==> src/rtl/spi_frame_monitor_if.sv <==
// Signal bundle between an SPI bus tap and the frame monitor.
// The master side drives the bus taps; the slave side is the monitor.
interface spi_frame_monitor_if #(
    parameter int DATA_W = 8,
    parameter int CNT_W  = 16
);
    logic              SS_n;
    logic              MOSI;
    logic              MISO;
    logic              err_clr;
    logic              frame_valid;
    logic [1:0]        frame_cmd;
    logic [DATA_W-1:0] frame_data;
    logic              rd_valid;
    logic [DATA_W-1:0] rd_data;
    logic              err_short;
    logic              err_long;
    logic              err_rd_order;
    logic              err_miso;
    logic [CNT_W-1:0]  frame_cnt;
    logic [CNT_W-1:0]  err_cnt;

    modport master (
        output SS_n, MOSI, MISO, err_clr,
        input  frame_valid, frame_cmd, frame_data,
        input  rd_valid, rd_data,
        input  err_short, err_long, err_rd_order, err_miso,
        input  frame_cnt, err_cnt
    );

    modport slave (
        input  SS_n, MOSI, MISO, err_clr,
        output frame_valid, frame_cmd, frame_data,
        output rd_valid, rd_data,
        output err_short, err_long, err_rd_order, err_miso,
        output frame_cnt, err_cnt
    );
endinterface

==> src/rtl/spi_frame_monitor.sv <==
// SPI slave bus monitor: rebuilds cmd/data frames and MISO read-outs,
// and raises sticky protocol-violation flags with saturating counters.
module spi_frame_monitor #(
    parameter int DATA_W     = 8,
    parameter int RD_LATENCY = 1,
    parameter int CNT_W      = 16,
    parameter bit CHECK_MISO = 1'b1
) (
    input logic clk,
    input logic rst,
    spi_frame_monitor_if.slave bus
);
    localparam int FRM_W = DATA_W + 2;
    localparam int CW    = $clog2(FRM_W + RD_LATENCY + 1);

    typedef enum logic [2:0] {IDLE, SHIFT, TURN, RDOUT, DONE} state_e;

    state_e            state_q, state_d;
    logic [CW-1:0]     cnt_q, cnt_d;
    logic [FRM_W-1:0]  sh_q, sh_d, frm;
    logic [1:0]        cmd_q, cmd_d;
    logic [DATA_W-1:0] data_q, data_d;
    logic [DATA_W-1:0] rdat_q, rdat_d;
    logic              fv_q, fv_d;
    logic              rv_q, rv_d;
    logic              seen_q, seen_d;
    logic              long_q, long_d;
    logic              miso_q, mvld_q, prd_q;
    // err bits: 0 short, 1 long, 2 rd_order, 3 miso
    logic [3:0]        err_q, err_d, ev;
    logic [2:0]        ev_n;
    logic [CNT_W:0]    esum;
    logic [CNT_W-1:0]  fcnt_q, fcnt_d, ecnt_q, ecnt_d;

    // MOSI and MISO share one shift register; RDOUT selects MISO.
    assign frm = {sh_q[FRM_W-2:0], (state_q == RDOUT) ? bus.MISO : bus.MOSI};

    always_comb begin
        state_d = state_q;
        cnt_d   = cnt_q;
        sh_d    = sh_q;
        cmd_d   = cmd_q;
        data_d  = data_q;
        rdat_d  = rdat_q;
        fv_d    = 1'b0;
        rv_d    = 1'b0;
        seen_d  = seen_q;
        long_d  = long_q;
        ev      = 4'b0000;

        unique case (state_q)
            IDLE: begin
                if (!bus.SS_n) begin
                    sh_d    = frm;
                    cnt_d   = CW'(1);
                    long_d  = 1'b0;
                    state_d = SHIFT;
                end
            end
            SHIFT: begin
                if (bus.SS_n) begin
                    ev[0]   = 1'b1;
                    state_d = IDLE;
                end else begin
                    sh_d  = frm;
                    cnt_d = cnt_q + CW'(1);
                    if (cnt_q == CW'(FRM_W - 1)) begin
                        fv_d   = 1'b1;
                        cmd_d  = frm[FRM_W-1 -: 2];
                        data_d = frm[DATA_W-1:0];
                        cnt_d  = '0;
                        if (frm[FRM_W-1 -: 2] == 2'b11) begin
                            ev[2]   = ~seen_q;
                            seen_d  = 1'b0;
                            state_d = (RD_LATENCY == 0) ? RDOUT : TURN;
                        end else begin
                            if (frm[FRM_W-1 -: 2] == 2'b10)
                                seen_d = 1'b1;
                            state_d = DONE;
                        end
                    end
                end
            end
            TURN: begin
                if (bus.SS_n) begin
                    ev[0]   = 1'b1;
                    state_d = IDLE;
                end else if (cnt_q == CW'(RD_LATENCY - 1)) begin
                    cnt_d   = '0;
                    state_d = RDOUT;
                end else begin
                    cnt_d = cnt_q + CW'(1);
                end
            end
            RDOUT: begin
                if (bus.SS_n) begin
                    ev[0]   = 1'b1;
                    state_d = IDLE;
                end else begin
                    sh_d  = frm;
                    cnt_d = cnt_q + CW'(1);
                    if (cnt_q == CW'(DATA_W - 1)) begin
                        rv_d    = 1'b1;
                        rdat_d  = frm[DATA_W-1:0];
                        cnt_d   = '0;
                        state_d = DONE;
                    end
                end
            end
            DONE: begin
                if (bus.SS_n) begin
                    state_d = IDLE;
                end else if (!long_q) begin
                    ev[1]  = 1'b1;
                    long_d = 1'b1;
                end
            end
            default: state_d = IDLE;
        endcase

        ev[3] = CHECK_MISO && mvld_q && !prd_q &&
                (state_q != RDOUT) && (bus.MISO != miso_q);

        err_d  = (err_q & ~{4{bus.err_clr}}) | ev;
        ev_n   = 3'(ev[0]) + 3'(ev[1]) + 3'(ev[2]) + 3'(ev[3]);
        esum   = {1'b0, ecnt_q} + (CNT_W+1)'(ev_n);
        ecnt_d = esum[CNT_W] ? '1 : esum[CNT_W-1:0];
        fcnt_d = (fv_d && fcnt_q != '1) ? fcnt_q + CNT_W'(1) : fcnt_q;
    end

    always_ff @(posedge clk) begin
        if (rst) begin
            state_q <= IDLE;
            cnt_q   <= '0;
            sh_q    <= '0;
            cmd_q   <= '0;
            data_q  <= '0;
            rdat_q  <= '0;
            fv_q    <= 1'b0;
            rv_q    <= 1'b0;
            seen_q  <= 1'b0;
            long_q  <= 1'b0;
            miso_q  <= 1'b0;
            mvld_q  <= 1'b0;
            prd_q   <= 1'b0;
            err_q   <= '0;
            fcnt_q  <= '0;
            ecnt_q  <= '0;
        end else begin
            state_q <= state_d;
            cnt_q   <= cnt_d;
            sh_q    <= sh_d;
            cmd_q   <= cmd_d;
            data_q  <= data_d;
            rdat_q  <= rdat_d;
            fv_q    <= fv_d;
            rv_q    <= rv_d;
            seen_q  <= seen_d;
            long_q  <= long_d;
            miso_q  <= bus.MISO;
            mvld_q  <= 1'b1;
            prd_q   <= (state_q == RDOUT);
            err_q   <= err_d;
            fcnt_q  <= fcnt_d;
            ecnt_q  <= ecnt_d;
        end
    end

    assign bus.frame_valid  = fv_q;
    assign bus.frame_cmd    = cmd_q;
    assign bus.frame_data   = data_q;
    assign bus.rd_valid     = rv_q;
    assign bus.rd_data      = rdat_q;
    assign bus.err_short    = err_q[0];
    assign bus.err_long     = err_q[1];
    assign bus.err_rd_order = err_q[2];
    assign bus.err_miso     = err_q[3];
    assign bus.frame_cnt    = fcnt_q;
    assign bus.err_cnt      = ecnt_q;
endmodule
==> src/flat_wrapper.sv <==
// flat-port wrapper written by rule: the top's interface ports become plain ports
module spi_frame_monitor_flat 
#(
    parameter int DATA_W     = 8,
    parameter int RD_LATENCY = 1,
    parameter int CNT_W      = 16,
    parameter bit CHECK_MISO = 1'b1
)
  (clk, rst, bus_SS_n, bus_MOSI, bus_MISO, bus_err_clr, bus_frame_valid, bus_frame_cmd, bus_frame_data, bus_rd_valid, bus_rd_data, bus_err_short, bus_err_long, bus_err_rd_order, bus_err_miso, bus_frame_cnt, bus_err_cnt);
  spi_frame_monitor_if #(.DATA_W(DATA_W), .CNT_W(CNT_W)) bus_i ();
  input logic clk;
  input logic rst;
  input wire logic [$bits(bus_i.SS_n)-1:0] bus_SS_n;
  input wire logic [$bits(bus_i.MOSI)-1:0] bus_MOSI;
  input wire logic [$bits(bus_i.MISO)-1:0] bus_MISO;
  input wire logic [$bits(bus_i.err_clr)-1:0] bus_err_clr;
  output wire logic [$bits(bus_i.frame_valid)-1:0] bus_frame_valid;
  output wire logic [$bits(bus_i.frame_cmd)-1:0] bus_frame_cmd;
  output wire logic [$bits(bus_i.frame_data)-1:0] bus_frame_data;
  output wire logic [$bits(bus_i.rd_valid)-1:0] bus_rd_valid;
  output wire logic [$bits(bus_i.rd_data)-1:0] bus_rd_data;
  output wire logic [$bits(bus_i.err_short)-1:0] bus_err_short;
  output wire logic [$bits(bus_i.err_long)-1:0] bus_err_long;
  output wire logic [$bits(bus_i.err_rd_order)-1:0] bus_err_rd_order;
  output wire logic [$bits(bus_i.err_miso)-1:0] bus_err_miso;
  output wire logic [$bits(bus_i.frame_cnt)-1:0] bus_frame_cnt;
  output wire logic [$bits(bus_i.err_cnt)-1:0] bus_err_cnt;
  assign bus_i.SS_n = bus_SS_n;
  assign bus_i.MOSI = bus_MOSI;
  assign bus_i.MISO = bus_MISO;
  assign bus_i.err_clr = bus_err_clr;
  assign bus_frame_valid = bus_i.frame_valid;
  assign bus_frame_cmd = bus_i.frame_cmd;
  assign bus_frame_data = bus_i.frame_data;
  assign bus_rd_valid = bus_i.rd_valid;
  assign bus_rd_data = bus_i.rd_data;
  assign bus_err_short = bus_i.err_short;
  assign bus_err_long = bus_i.err_long;
  assign bus_err_rd_order = bus_i.err_rd_order;
  assign bus_err_miso = bus_i.err_miso;
  assign bus_frame_cnt = bus_i.frame_cnt;
  assign bus_err_cnt = bus_i.err_cnt;
  spi_frame_monitor #(.DATA_W(DATA_W), .RD_LATENCY(RD_LATENCY), .CNT_W(CNT_W), .CHECK_MISO(CHECK_MISO)) u_core (.clk(clk), .rst(rst), .bus(bus_i));
endmodule
==> config.mk <==
export PLATFORM = sky130hd
export DESIGN_NAME = spi_frame_monitor_flat
export DESIGN_NICKNAME = d
export VERILOG_FILES = /design/src/rtl/spi_frame_monitor_if.sv /design/src/rtl/spi_frame_monitor.sv /design/src/flat_wrapper.sv
export SDC_FILE = /design/constraint.sdc
export NUM_CORES = 1
export LEC_CHECK = 0
export CAP_MARGIN = 20
export CORE_UTILIZATION = 56
export CTS_BUF_LIST = sky130_fd_sc_hd__clkbuf_4 sky130_fd_sc_hd__clkbuf_8 sky130_fd_sc_hd__clkbuf_16
export CTS_CLUSTER_SIZE = 25
export DETAILED_ROUTE_END_ITERATION = 8
export PLACE_DENSITY = 0.89
export SLEW_MARGIN = 20
export SYNTH_ARGS = -nofsm -noshare
export SYNTH_HDL_FRONTEND = slang
export SYNTH_SLANG_ARGS = --single-unit
==> constraint.sdc <==
create_clock -name clk -period 7.9 [get_ports clk]
set_clock_uncertainty 0.2 [all_clocks]
set_input_delay 1.58 -clock clk [delete_from_list [all_inputs] [get_ports clk]]
set_output_delay 1.58 -clock clk [all_outputs]
set_load 0.02 [all_outputs]
; Word-level counts from Yosys, hierarchy flattened
; Index checks and enable logic that the tools add are counted.
[op_classes]
n_bitwise = 6
div_mod_pow = 0
mux = 39
n_mul = 0
reduce_logical = 20
n_addsub = 6
magnitude_cmp = 0
n_eq_ne = 20
shift = 0
[ops]
columns = operator, count
row1 = 2-to-1 mux 4 bit, 7
row2 = 2-to-1 mux 3 bit, 9
row3 = 2-to-1 mux 1 bit, 19
row4 = adder 16 x 3 -> 17 bit, 1
row5 = "adder 16 x 1 -> 16 bit, second input constant", 1
row6 = 2-to-1 mux 16 bit, 1
row7 = "!= test 16 bit, second input constant", 1
row8 = case mux 4 bit (4 select lines), 1
row9 = case mux 3 bit (5 select lines), 1
row10 = "!= test 2 bit, second input constant", 6
row11 = AND reduction 5 bit, 2
row12 = "!= test 3 x 2 -> 1 bit, second input constant", 3
row13 = AND reduction 3 bit, 3
row14 = OR reduction 3 bit, 3
row15 = adder 3 x 1 -> 3 bit, 2
row16 = "== test 3 x 2 -> 1 bit, second input constant", 2
row17 = "adder 4 x 1 -> 4 bit, second input constant", 1
row18 = bitwise AND 4 bit, 1
row19 = "== test 2 bit, second input constant", 2
row20 = "== test 4 x 3 -> 1 bit, second input constant", 1
row21 = "== test 4 bit, second input constant", 1
row22 = logical AND 1 bit, 4
row23 = zero test 4 bit, 1
row24 = inverter 4 bit, 1
row25 = other kinds (14), 17
[totals]
wordCells = 107
ff_bits = 77
ram_bits = 0
inputBits = 6
romBits = 0
output_inout_bits = 56
latch_bits = 0
n_memories = 0

; Logic depth before layout (Yosys ltp)
; Gate-level depths: netlist of run 1.
[depth]
ltp_word = 9
depth_mapped = 17
ltp_nobuf = 15

; Least setup slack after synthesis of run 1
; OpenSTA, ideal clock, no wires.
[synth_path]
path_type = input port to flip-flop
start = in bus_SS_n
end = reg u_core.ecnt_q[10], in the netlist u_core.bus.err_cnt[10]
stages = 15
setup_ps = 70
path_slack_ps = 3054
arrival_time_ps = 4575
path_cell_list = buf_6 > nor4b_4 > nand2_2 > or3_1 > fa_1 > inv_1 > ha_1 > inv_1 > fa_1 > nor2b_1 > o21bai_1 > nor2_1 > nand3_1 > clkbuf_1 > a21oi_1
[synth_via]
elab_chain_cells = 7
word_cells_on_any_way = 11
[synth_lines]
columns = item, line_no
row1 = "start, declared", flat_wrapper.sv:13  ; input wire logic [$bits(bus_i.SS_n)-1:0] bus_SS_n;
row2 = 2-to-1 mux 1 bit (on tied branches) (2 in a row), --
row3 = adder 1 x 1 -> 2 bit, spi_frame_monitor.sv:125  ; ev_n = 3'(ev[0]) + 3'(ev[1]) + 3'(ev[2]) + 3'(ev[3]);
row4 = adder 3 x 1 -> 3 bit * (2 in a row), spi_frame_monitor.sv:125
row5 = adder 16 x 3 -> 17 bit *, spi_frame_monitor.sv:126  ; esum = {1'b0, ecnt_q} + (CNT_W+1)'(ev_n);
row6 = 2-to-1 mux 16 bit *, spi_frame_monitor.sv:127  ; ecnt_d = esum[CNT_W] ? '1 : esum[CNT_W-1:0];
row7 = "end signal, assigned", spi_frame_monitor.sv:165  ; ecnt_q <= ecnt_d;
row8 = "end, declared", spi_frame_monitor.sv:33  ; logic [CNT_W-1:0] fcnt_q, fcnt_d, ecnt_q, ecnt_d;
; Mark *: on every way between the ends. The rest lies on a longest branch, timed or not.
; A chain may end at the register's enable or synchronous reset.

; Final worst setup path of run 1
[layout_path]
start = in bus_SS_n
end = reg u_core.ecnt_q[0], in the netlist u_core.bus.err_cnt[0]
; Same word-level chain as after synthesis.

==> flow_summary_export.csv, run 1 <==
group,metric,value,unit
run_status,status,"completed",
layout,layout-area-overhead-vs-synth,24.0,%
routing,detail_route.wirelength,7.83,mm
routing,post-route-drc-count,0,
die,pin_count,62,
die,die_height,81.2,µm
logic_synthesis,async_reset_ff_share,0,%
grt,grt_first_pass_wirelength,12.7,mm
logic_synthesis,yosys.area.top_type_share,43.9,%
logic_synthesis,syn_area,3510,µm²
layout,final_non_filler_cell_area,4350,µm²
clock_network,post-cts-setup-buffer-count,0,
logic_synthesis,ys_ff_latch,77,
flow_run,max_cap_violations,0,
worst_hold_path,path_class_of_the_lowest_slack_min_delay_path,"reg2reg",
die,design.die.area,6590,µm²
clock_network,clock_latency_of_the_later_clocked_register_in_the_worst_skew_pair,0.36,ns
layout,layout-drive-gt1-share,7.19,%
clock_network,cts_tree,"built",
placement,detailedPlacementHpwl,5.33,mm
logic_synthesis,synth_top_flop_cell,"sky130_fd_sc_hd__dfxtp_1",
routing,dr.pass1.iters,4,
die,placeableCoreArea,5990,µm²
clock_network,root_buffer,"sky130_fd_sc_hd__clkbuf_8",
worst_setup_path,crit_fanout,16,
placement,gpl.final_weighted_congestion,0.841,
worst_setup_path,worst-endpoint-required,7.98,ns
grt,antenna_violations_before_repair,0,
placement,place.port_buffers,61,
die,dieWidth,81.2,µm
clock_network,tritoncts.num_buffers,9,
layout,num_antenna_cells,0,
sta,finalWorstPathRequiredPeriod,5.67,ns
clock_network,cts_hold_buffers,0,
die,fp-row-count,28,
logic_synthesis,yosys.cell_types.count,53,
sta,achievable-frequency,0.177,GHz
routing,drt-wirelength-per-cell,14.7,µm
placement,place.detailed.instances,518,
layout,fin_cells,534,
clock_network,tritoncts_num_sinks,77,
sta,worst-slew-pin-transition,0.786,ns
worst_setup_path,setup.worst_path.end_class,"flop",
sta,timing.setup.tns,0,ns
logic_synthesis,synth.top_cells.by_area,"sky130_fd_sc_hd__dfxtp_1 (44%), sky130_fd_sc_hd__a21oi_1 (6.8%), sky130_fd_sc_hd__nor2_1 (4.6%)",
placement,placed_area,4130,µm²
power,static-leakage-power,1.66,nW
worst_hold_path,whs_path_depth,2,
routing,detail_route.vias_per_cell,5.63,
clock_network,clock_tree.htree_level_count,3,
worst_setup_path,critPathLaunchType,"input pin",
sta,rsz0062_at_grt,"false",
logic_synthesis,yosysWarningCount,0,
sta,worst_slew_margin_rel,47.6,%
logic_synthesis,yosysTopAreaCell,"sky130_fd_sc_hd__dfxtp_1",
routing,drtAntennaViolNets,0,
power,totalPowerFinal,770,µW
die,initial_utilization,58.6,%
worst_setup_path,crit_type,"in2reg",
layout,nets,471,
sta,final.hold.worst_slack,0.264,ns
clock_network,cts-root-to-sink-buffers,2,
power,worst_ir_drop_vdd,146,µV
logic_synthesis,syn_inst,401,
clock_network,cts_repair_resize_count,0,
layout,final.fill_count,417,
sta,slew_violations,0,
sta,min_period_over_period,71.7,%
worst_setup_path,worst_r2r_path_depth,13,
logic_synthesis,synth_enable_flop_cells,0,
clock_network,cts.reportedPaths.clkPinSlew,0.08,ns
logic_synthesis,syn-mean-instance-area,8.76,µm²
sta,hold_violations,0,
sta,final-setup-viol-count,0,
grt,vias_in_the_first_global_route,2756,
grt,grt-ovfl-total,0,
worst_setup_path,cp.arrival,5.75,ns
routing,drt-initial-drc-count,285,
grt,maximum_number_of_pins_on_one_net_before_global_route_repair,80,
logic_synthesis,syn_nets,418,
logic_synthesis,synth-seq-area-share,43.9,%
power,p_per_area,177,nW/µm²
routing,num_vias,3004,
grt,grt.total_usage,25.6,%
-- power breakdown --
part / switching, mW / internal (mW)
logic: 0.0241 / 0.0155
registers: 0.00483 / 0.392
clock network: 0.154 / 0.180
-- synth_stat cells, drive strengths merged, types with 5 or more instances --
master / n
mux2: 5
mux2i: 11
nor2: 43
and3: 8
a211oi: 5
buf: 5
dfxtp: 77
xnor2: 10
nand4: 6
a21oi: 49
inv: 14
xor2: 10
nor3: 10
ha: 9
nand2: 42
nor2b: 10
clkbuf: 16
nand3: 22
-- placed cells by master (no fill, tap or decap), types with 4 or more instances in the layout --
cell and instances:
sky130_fd_sc_hd__nor3_1 10, sky130_fd_sc_hd__nor2b_1 10, sky130_fd_sc_hd__nor2_1 43, sky130_fd_sc_hd__xnor2_1 10, sky130_fd_sc_hd__nand3_1 20, sky130_fd_sc_hd__nand4_1 5, sky130_fd_sc_hd__mux2i_1 11, sky130_fd_sc_hd__nand2_1 41
sky130_fd_sc_hd__a21oi_1 48, sky130_fd_sc_hd__dfxtp_1 77, sky130_fd_sc_hd__and3_1 8, sky130_fd_sc_hd__nand2b_1 4, sky130_fd_sc_hd__clkbuf_8 9, sky130_fd_sc_hd__xor2_1 10, sky130_fd_sc_hd__clkdlybuf4s50_1 60, sky130_fd_sc_hd__inv_1 14
sky130_fd_sc_hd__ha_1 9, sky130_fd_sc_hd__nand3b_1 4
-- cell families after synthesis --
logic type	after synthesis	synth area share, %
simple gates	169	25.1
flops	77	43.9
compound gates	72	12.5
fa+ha+maj	12	4.63
xor+xnor	20	4.99
mux	16	4.85
buf+inv	35	4.10
-- worst paths after layout --
path                                                from                       end  slack [ns]
worst min-delay path            u_core.bus.frame_data[1]  u_core.bus.frame_data[1]        0.26
worst max-delay path                            bus_SS_n     u_core.bus.err_cnt[0]        2.23
worst min register to register  u_core.bus.frame_data[1]  u_core.bus.frame_data[1]        0.26
worst max register to register         u_core.state_q[0]     u_core.bus.err_cnt[0]        3.52
-- sequential cells by signal, indices dropped and copies added, names as in the netlist --
signal and count:
u_core.bus.err_cnt 16, u_core.bus.frame_cmd 2, u_core.bus.frame_cnt 16, u_core.bus.frame_data 8
u_core.bus.frame_valid 1, u_core.bus.rd_data 8, u_core.bus.rd_valid 1, u_core.cnt_q 4
u_core.err_q 4, u_core.long_q 1, u_core.miso_q 1, u_core.mvld_q 1
u_core.prd_q 1, u_core.seen_q 1, u_core.sh_q 9, u_core.state_q 3
-- worst max-delay path: stages --
cell,delay (ns)
sky130_fd_sc_hd__clkdlybuf4s50_1,0.60
sky130_fd_sc_hd__nor4b_4,0.38
sky130_fd_sc_hd__nand2_2,0.28
sky130_fd_sc_hd__or3_1,0.48
sky130_fd_sc_hd__fa_1,0.50
sky130_fd_sc_hd__inv_1,0.09
sky130_fd_sc_hd__ha_1,0.17
sky130_fd_sc_hd__inv_1,0.06
sky130_fd_sc_hd__fa_1,0.40
sky130_fd_sc_hd__nor2b_1,0.15
sky130_fd_sc_hd__o21bai_1,0.17
sky130_fd_sc_hd__nor2_1,0.20
sky130_fd_sc_hd__nand3_1,0.40
sky130_fd_sc_hd__a21oi_1,0.29
-- area by class of cell --
cell class              count  area, µm²  area share, %
multi-input cells         289       1830           41.9
flip-flops and latches     77       1540           35.4
repair buffers             63        621           14.3
clock buffers               9        124           2.84
clock inverters             7       96.3           2.21
well taps                  75       93.8           2.16
inverters                  14       52.6           1.21
-- metrics by stage --
step	utilization, %	setup slack (ns)
5_1_grt	72.7	1.84
2_1_floorplan	-	3.05
4_1_cts	72.7	2.26
3_5_place_dp	69.0	1.90
3_3_place_gp	69.0	2.15
6_report	72.7	2.23
-- routing by layer --
layer	global-route usage, %	vias up	part of all wire (%)
met5	0	-	0
met4	14.8	0	2.5
met3	6.40	16	6.1
met2	41.1	92	48
met1	31.1	1405	44
li1	-	1491	-
(Power assumes the default switching activity.)
==> run 2, diff against run 1 <==
CORE_UTILIZATION = 47   (was 56)
PLACE_DENSITY = 0.8   (was 0.89)
clock period = 4.7 ns   (was 7.9 ns; I/O delays follow)
==> flow_summary_export.csv, run 2 (synthesis gave the netlist of run 1 again) <==
group,metric,value,unit
die,design.die.area,7820,µm²
power,static-leakage-power,1.67,nW
clock_network,root_buffer,"sky130_fd_sc_hd__clkbuf_8",
clock_network,clock_tree.htree_level_count,3,
sta,finalWorstPathRequiredPeriod,4.41,ns
layout,final_common_cell,"sky130_fd_sc_hd__dfxtp_1",
placement,place.port_buffers,61,
routing,num_vias,3006,
sta,worst-slew-pin-transition,0.768,ns
die,die_height,88.4,µm
routing,drt-initial-drc-count,212,
routing,dr.pass1.iters,4,
sta,min_period_over_period,93.9,%
layout,num_antenna_cells,0,
power,totalPowerFinal,1.24,mW
clock_network,tritoncts.num_buffers,9,
placement,gpl.final_weighted_congestion,0.831,
sta,timing.setup.tns,0,ns
routing,drtAntennaViolNets,0,
routing,detail_route.wirelength,7.53,mm
sta,slew_violations,0,
layout,layout_common_cells,"sky130_fd_sc_hd__dfxtp_1 (77), sky130_fd_sc_hd__clkdlybuf4s50_1 (60), sky130_fd_sc_hd__a21oi_1 (48), sky130_fd_sc_hd__nor2_1 (43), sky130_fd_sc_hd__nand2_1 (41)",
routing,drt-wirelength-per-cell,13.4,µm
worst_setup_path,slowest_delay,0.53,ns
sta,layout_setup_ws,0.287,ns
power,p_per_area,280,nW/µm²
worst_setup_path,setup.worst_path.end_class,"flop",
worst_setup_path,rrSetupSlack,0.86,ns
sta,achievable-frequency,0.227,GHz
power,worst_ir_drop_vdd,207,µV
layout,final_core_utilization,60.8,%
worst_setup_path,crit_fanout,9,
grt,antenna_violations_before_repair,0,
grt,grt.total_usage,20.4,%
grt,vias_in_the_first_global_route,2733,
worst_setup_path,path_cells,"clkdlybuf4s50_1 -> nor4b_4 -> nand2_2 -> or3_1 -> fa_1 -> inv_1 -> ha_1 -> inv_1 -> fa_1 -> nor2b_1 -> o21bai_1 -> nor2_1 -> nand3_1 -> buf_4 -> a21oi_1",
run_status,status,"completed",
worst_setup_path,cp.arrival,4.48,ns
grt,grt_first_pass_wirelength,12.4,mm
routing,detail_route.vias_per_cell,5.34,
die,placeableCoreArea,7250,µm²
grt,maximum_number_of_pins_on_one_net_before_global_route_repair,45,
worst_setup_path,crit_type,"in2reg",
clock_network,cts-root-to-sink-buffers,2,
worst_setup_path,worst-endpoint-required,4.76,ns
die,dieWidth,88.4,µm
clock_network,tritoncts_num_sinks,77,
flow_run,max_cap_violations,0,
worst_setup_path,critical-path-slowest-cell,"sky130_fd_sc_hd__clkdlybuf4s50_1",
clock_network,cts.reportedPaths.clkPinSlew,0.08,ns
sta,rsz0062_at_grt,"false",
clock_network,clock_latency_of_the_later_clocked_register_in_the_worst_skew_pair,0.34,ns
placement,detailedPlacementHpwl,5.26,mm
die,initial_utilization,48.4,%
die,fp-row-count,31,
sta,worst_slew_margin_rel,48.8,%
die,pin_count,62,
routing,post-route-drc-count,0,
clock_network,cts_tree,"built",
sta,hold_violations,0,
worst_hold_path,path_class_of_the_lowest_slack_min_delay_path,"reg2reg",
layout,layout-drive-gt1-share,8.41,%
sta,final-setup-viol-count,0,
placement,pre_cts_ws,-0.00502,ns
grt,grt-ovfl-total,0,
clock_network,post-cts-setup-buffer-count,0,
layout,nets,476,
layout,layout-area-overhead-vs-synth,25.7,%
worst_setup_path,critPathLaunchType,"input pin",
==> run 2: cell count changes in the layout (fill, tap and decap cells not counted), sizes merged <==
cell	change
buf	+5
clkbuf	+2
inv	-2
bufinv	-1
clkinvlp	+1
==> run 2: what timing repair did <==
item / in CTS / in global routing
endpoints found under the hold margin: 0 / 0
setup endpoints to repair: 0 / 9
hold buffers: 0 / 0
gates resized for setup: 0 / 1
==> run 2: power breakdown <==
part / leakage, nW / switching, mW / internal, mW
clock network: 0.103 / 0.236 / 0.267
registers: 0.622 / 0.00774 / 0.659
logic: 0.948 / 0.0408 / 0.0268
total: 1.67 / 0.285 / 0.953
==> run 2: worst max-delay path: cells and delay by family <==
family | cells | cell delay (ns)
buffers and inverters | 4 | 0.85
adders and majority gates | 3 | 1.03
AOI/OAI and AO/OA | 2 | 0.30
and+or+nand+nor | 6 | 1.34
==> run 2: metrics by stage <==
stage                     instances  cell area, µm²  hold slack, ns
final                           563            4410           0.258
after global routing            563            4410           0.287
after CTS                       563            4410           0.260
after detailed placement        547            4200           0.249
after global placement          547            4200           0.243
after floorplan                 401            3510           0.252
==> run 2: area by class of cell <==
| type | instances | area, µm² |
|---|---|---|
| multi-input combinational | 289 | 1830 |
| fill | 635 | 2840 |
| inverter | 14 | 52.6 |
| clock buffer | 11 | 145 |
| clock inverter | 5 | 60.1 |
| sequential | 77 | 1540 |
| tap | 99 | 124 |
| timing repair buffer | 68 | 658 |
==> run 2: worst paths after layout <==
check | start | end | depth (start not counted)
hold / removal | u_core.bus.frame_cmd[0] | u_core.bus.frame_cmd[0] | 2
setup / recovery | bus_SS_n | u_core.bus.err_cnt[1] | 15
hold reg to reg | u_core.bus.frame_cmd[0] | u_core.bus.frame_cmd[0] | 2
setup reg to reg | u_core.state_q[0] | u_core.bus.err_cnt[1] | 14
==> run 2: routing by layer <==
layer / wire, µm / up-vias / track usage (%)
li1: - / 1500 / -
met1: 3490 / 1415 / 26.1
met2: 3550 / 84 / 33.6
met3: 400 / 7 / 4.01
met4: 97 / 0 / 8.94
met5: 0 / - / 0
==> run 3, diff against run 2 <==
CORE_UTILIZATION = 49   (was 47)
CTS_BUF_LIST = sky130_fd_sc_hd__clkbuf_8   (was sky130_fd_sc_hd__clkbuf_4 sky130_fd_sc_hd__clkbuf_8 sky130_fd_sc_hd__clkbuf_16)
PLACE_DENSITY = 0.83   (was 0.8)
SETUP_SLACK_MARGIN = 0.02   (was default)
==> flow_summary_export.csv, run 3 (synthesis gave the netlist of run 1 again) <==
group,metric,value,unit
sta,final-setup-viol-count,0,
worst_setup_path,worst_r2r_path_depth,14,
placement,place.port_buffers,61,
worst_hold_path,whs_path_depth,2,
sta,layout_setup_ws,0.356,ns
layout,layout-drive-gt1-share,7.97,%
worst_setup_path,cp.arrival,4.41,ns
die,design.die.area,7510,µm²
worst_hold_path,hold_end,"u_core.bus.frame_cmd[1]",
die,die_height,86.6,µm
placement,detailedPlacementHpwl,5.38,mm
routing,detail_route.vias_per_cell,5.40,
die,dieWidth,86.6,µm
worst_setup_path,rrSetupSlack,0.93,ns
routing,dr.pass1.iters,5,
clock_network,cts-root-to-sink-buffers,2,
power,totalPowerFinal,1.18,mW
worst_setup_path,critical_path.reg2reg.endpoint,"u_core.bus.err_cnt[14]",
sta,rsz0062_at_grt,"false",
clock_network,cts_repair_resize_count,0,
routing,detail_route.wirelength,7.70,mm
routing,drt-initial-drc-count,218,
worst_setup_path,worst_r2r_startpoint,"u_core.cnt_q[0]",
die,fp-row-count,30,
worst_setup_path,crit_fanout,6,
layout,final.fill_count,579,
worst_hold_path,path_class_of_the_lowest_slack_min_delay_path,"reg2reg",
sta,slew_violations,0,
clock_network,tritoncts.num_buffers,9,
clock_network,cts.reportedPaths.clkPinSlew,0.08,ns
clock_network,clock_latency_of_the_later_clocked_register_in_the_worst_skew_pair,0.35,ns
sta,worst_slew_margin_rel,34.7,%
layout,nets,476,
grt,vias_in_the_first_global_route,2797,
grt,maximum_number_of_pins_on_one_net_before_global_route_repair,55,
routing,post-route-drc-count,0,
die,placeableCoreArea,6870,µm²
clock_network,cts_hold_buffers,0,
clock_network,clock_tree.htree_level_count,3,
worst_hold_path,timing.hold.worst.start,"u_core.bus.frame_cmd[1]",
flow_run,max_cap_violations,0,
die,initial_utilization,51.1,%
routing,drtAntennaViolNets,0,
sta,achievable-frequency,0.230,GHz
layout,num_antenna_cells,0,
layout,layout_common_cells,"sky130_fd_sc_hd__dfxtp_1 (77), sky130_fd_sc_hd__clkdlybuf4s50_1 (60), sky130_fd_sc_hd__a21oi_1 (48), sky130_fd_sc_hd__nor2_1 (43), sky130_fd_sc_hd__nand2_1 (41)",
sta,final.hold.worst_slack,0.255,ns
clock_network,cts_tree,"built",
routing,num_vias,3022,
die,pin_count,62,
clock_network,root_buffer,"sky130_fd_sc_hd__clkbuf_8",
routing,drt-wirelength-per-cell,13.8,µm
worst_setup_path,setup.worst_path.end_class,"flop",
clock_network,post-cts-setup-buffer-count,0,
power,static-leakage-power,1.66,nW
grt,grt.total_usage,21.8,%
sta,finalWorstPathRequiredPeriod,4.34,ns
worst_setup_path,crit_type,"in2reg",
worst_setup_path,critPathLaunchType,"input pin",
layout,final_common_cell,"sky130_fd_sc_hd__dfxtp_1",
worst_setup_path,worst-endpoint-required,4.77,ns
placement,gpl.final_weighted_congestion,0.827,
clock_network,tritoncts_num_sinks,77,
sta,hold_violations,0,
grt,grt-ovfl-total,0,
grt,grt_first_pass_wirelength,12.7,mm
placement,pre_cts_ws,-0.00341,ns
power,p_per_area,271,nW/µm²
sta,worst-slew-pin-transition,0.979,ns
layout,layout-area-overhead-vs-synth,24.6,%
grt,antenna_violations_before_repair,0,
run_status,status,"completed",
sta,min_period_over_period,92.4,%
power,worst_ir_drop_vdd,162,µV
run 3: metrics by stage:
step	setup TNS (ns)	utilization (%)	instance area (µm²)	std cells
detailed placement	-0.00341	61.1	4200	544
CTS	0	63.7	4370	560
floorplan	0	-	3510	401
global route	0	63.7	4370	560
finish	0	63.7	4370	560
global placement	0	61.1	4200	544
run 3: power by group:
group | internal (mW) | switching [mW]
registers | 0.659 | 0.00739
logic | 0.0270 | 0.0405
clock network | 0.205 | 0.245
total | 0.891 | 0.293
run 3: area by class of cell:
cell class / count / area, µm² / share of cell area, %
clock buffer: 10 / 138 / 3.15
inverter: 14 / 52.6 / 1.20
clock inverter: 6 / 38.8 / 0.887
tap: 96 / 120 / 2.75
sequential: 77 / 1540 / 35.2
timing repair buffer: 68 / 658 / 15.0
multi-input combinational: 289 / 1830 / 41.7
run 3: routing by layer:
metal	up-vias	wire, µm	track usage [%]
met2	92	3710	35.2
met4	0	86	7.12
li1	1504	-	-
met3	9	460	5.71
met1	1417	3440	28.4
met5	-	0	0
run 3: critical path: stages:
cell and delay [ns]:
sky130_fd_sc_hd__clkdlybuf4s50_1 0.54, sky130_fd_sc_hd__nor3_1 0.34, sky130_fd_sc_hd__and3b_1 0.24, sky130_fd_sc_hd__ha_1 0.23
sky130_fd_sc_hd__inv_1 0.07, sky130_fd_sc_hd__fa_1 0.40, sky130_fd_sc_hd__inv_1 0.06, sky130_fd_sc_hd__ha_1 0.16
sky130_fd_sc_hd__inv_1 0.06, sky130_fd_sc_hd__fa_1 0.39, sky130_fd_sc_hd__nor2b_1 0.17, sky130_fd_sc_hd__o21bai_1 0.18
sky130_fd_sc_hd__nor3_1 0.34, sky130_fd_sc_hd__nor2_1 0.09, sky130_fd_sc_hd__a211oi_1 0.21
run 3: worst max path at each step:
| stage | from | to | slack (ns) | cells after the start |
|---|---|---|---|---|
| after floorplan | bus_SS_n | u_core.bus.err_cnt[10] | 0.49 | 15 |
| after global placement | bus_SS_n | u_core.bus.err_cnt[0] | 0.15 | 16 |
| after detailed placement | bus_SS_n | u_core.bus.err_cnt[14] | -0.003 | 15 |
| after CTS | bus_SS_n | u_core.bus.err_cnt[14] | 0.36 | 15 |
| after global routing | bus_SS_n | u_core.bus.err_cnt[1] | 0.05 | 16 |
| final | bus_SS_n | u_core.bus.err_cnt[14] | 0.36 | 15 |
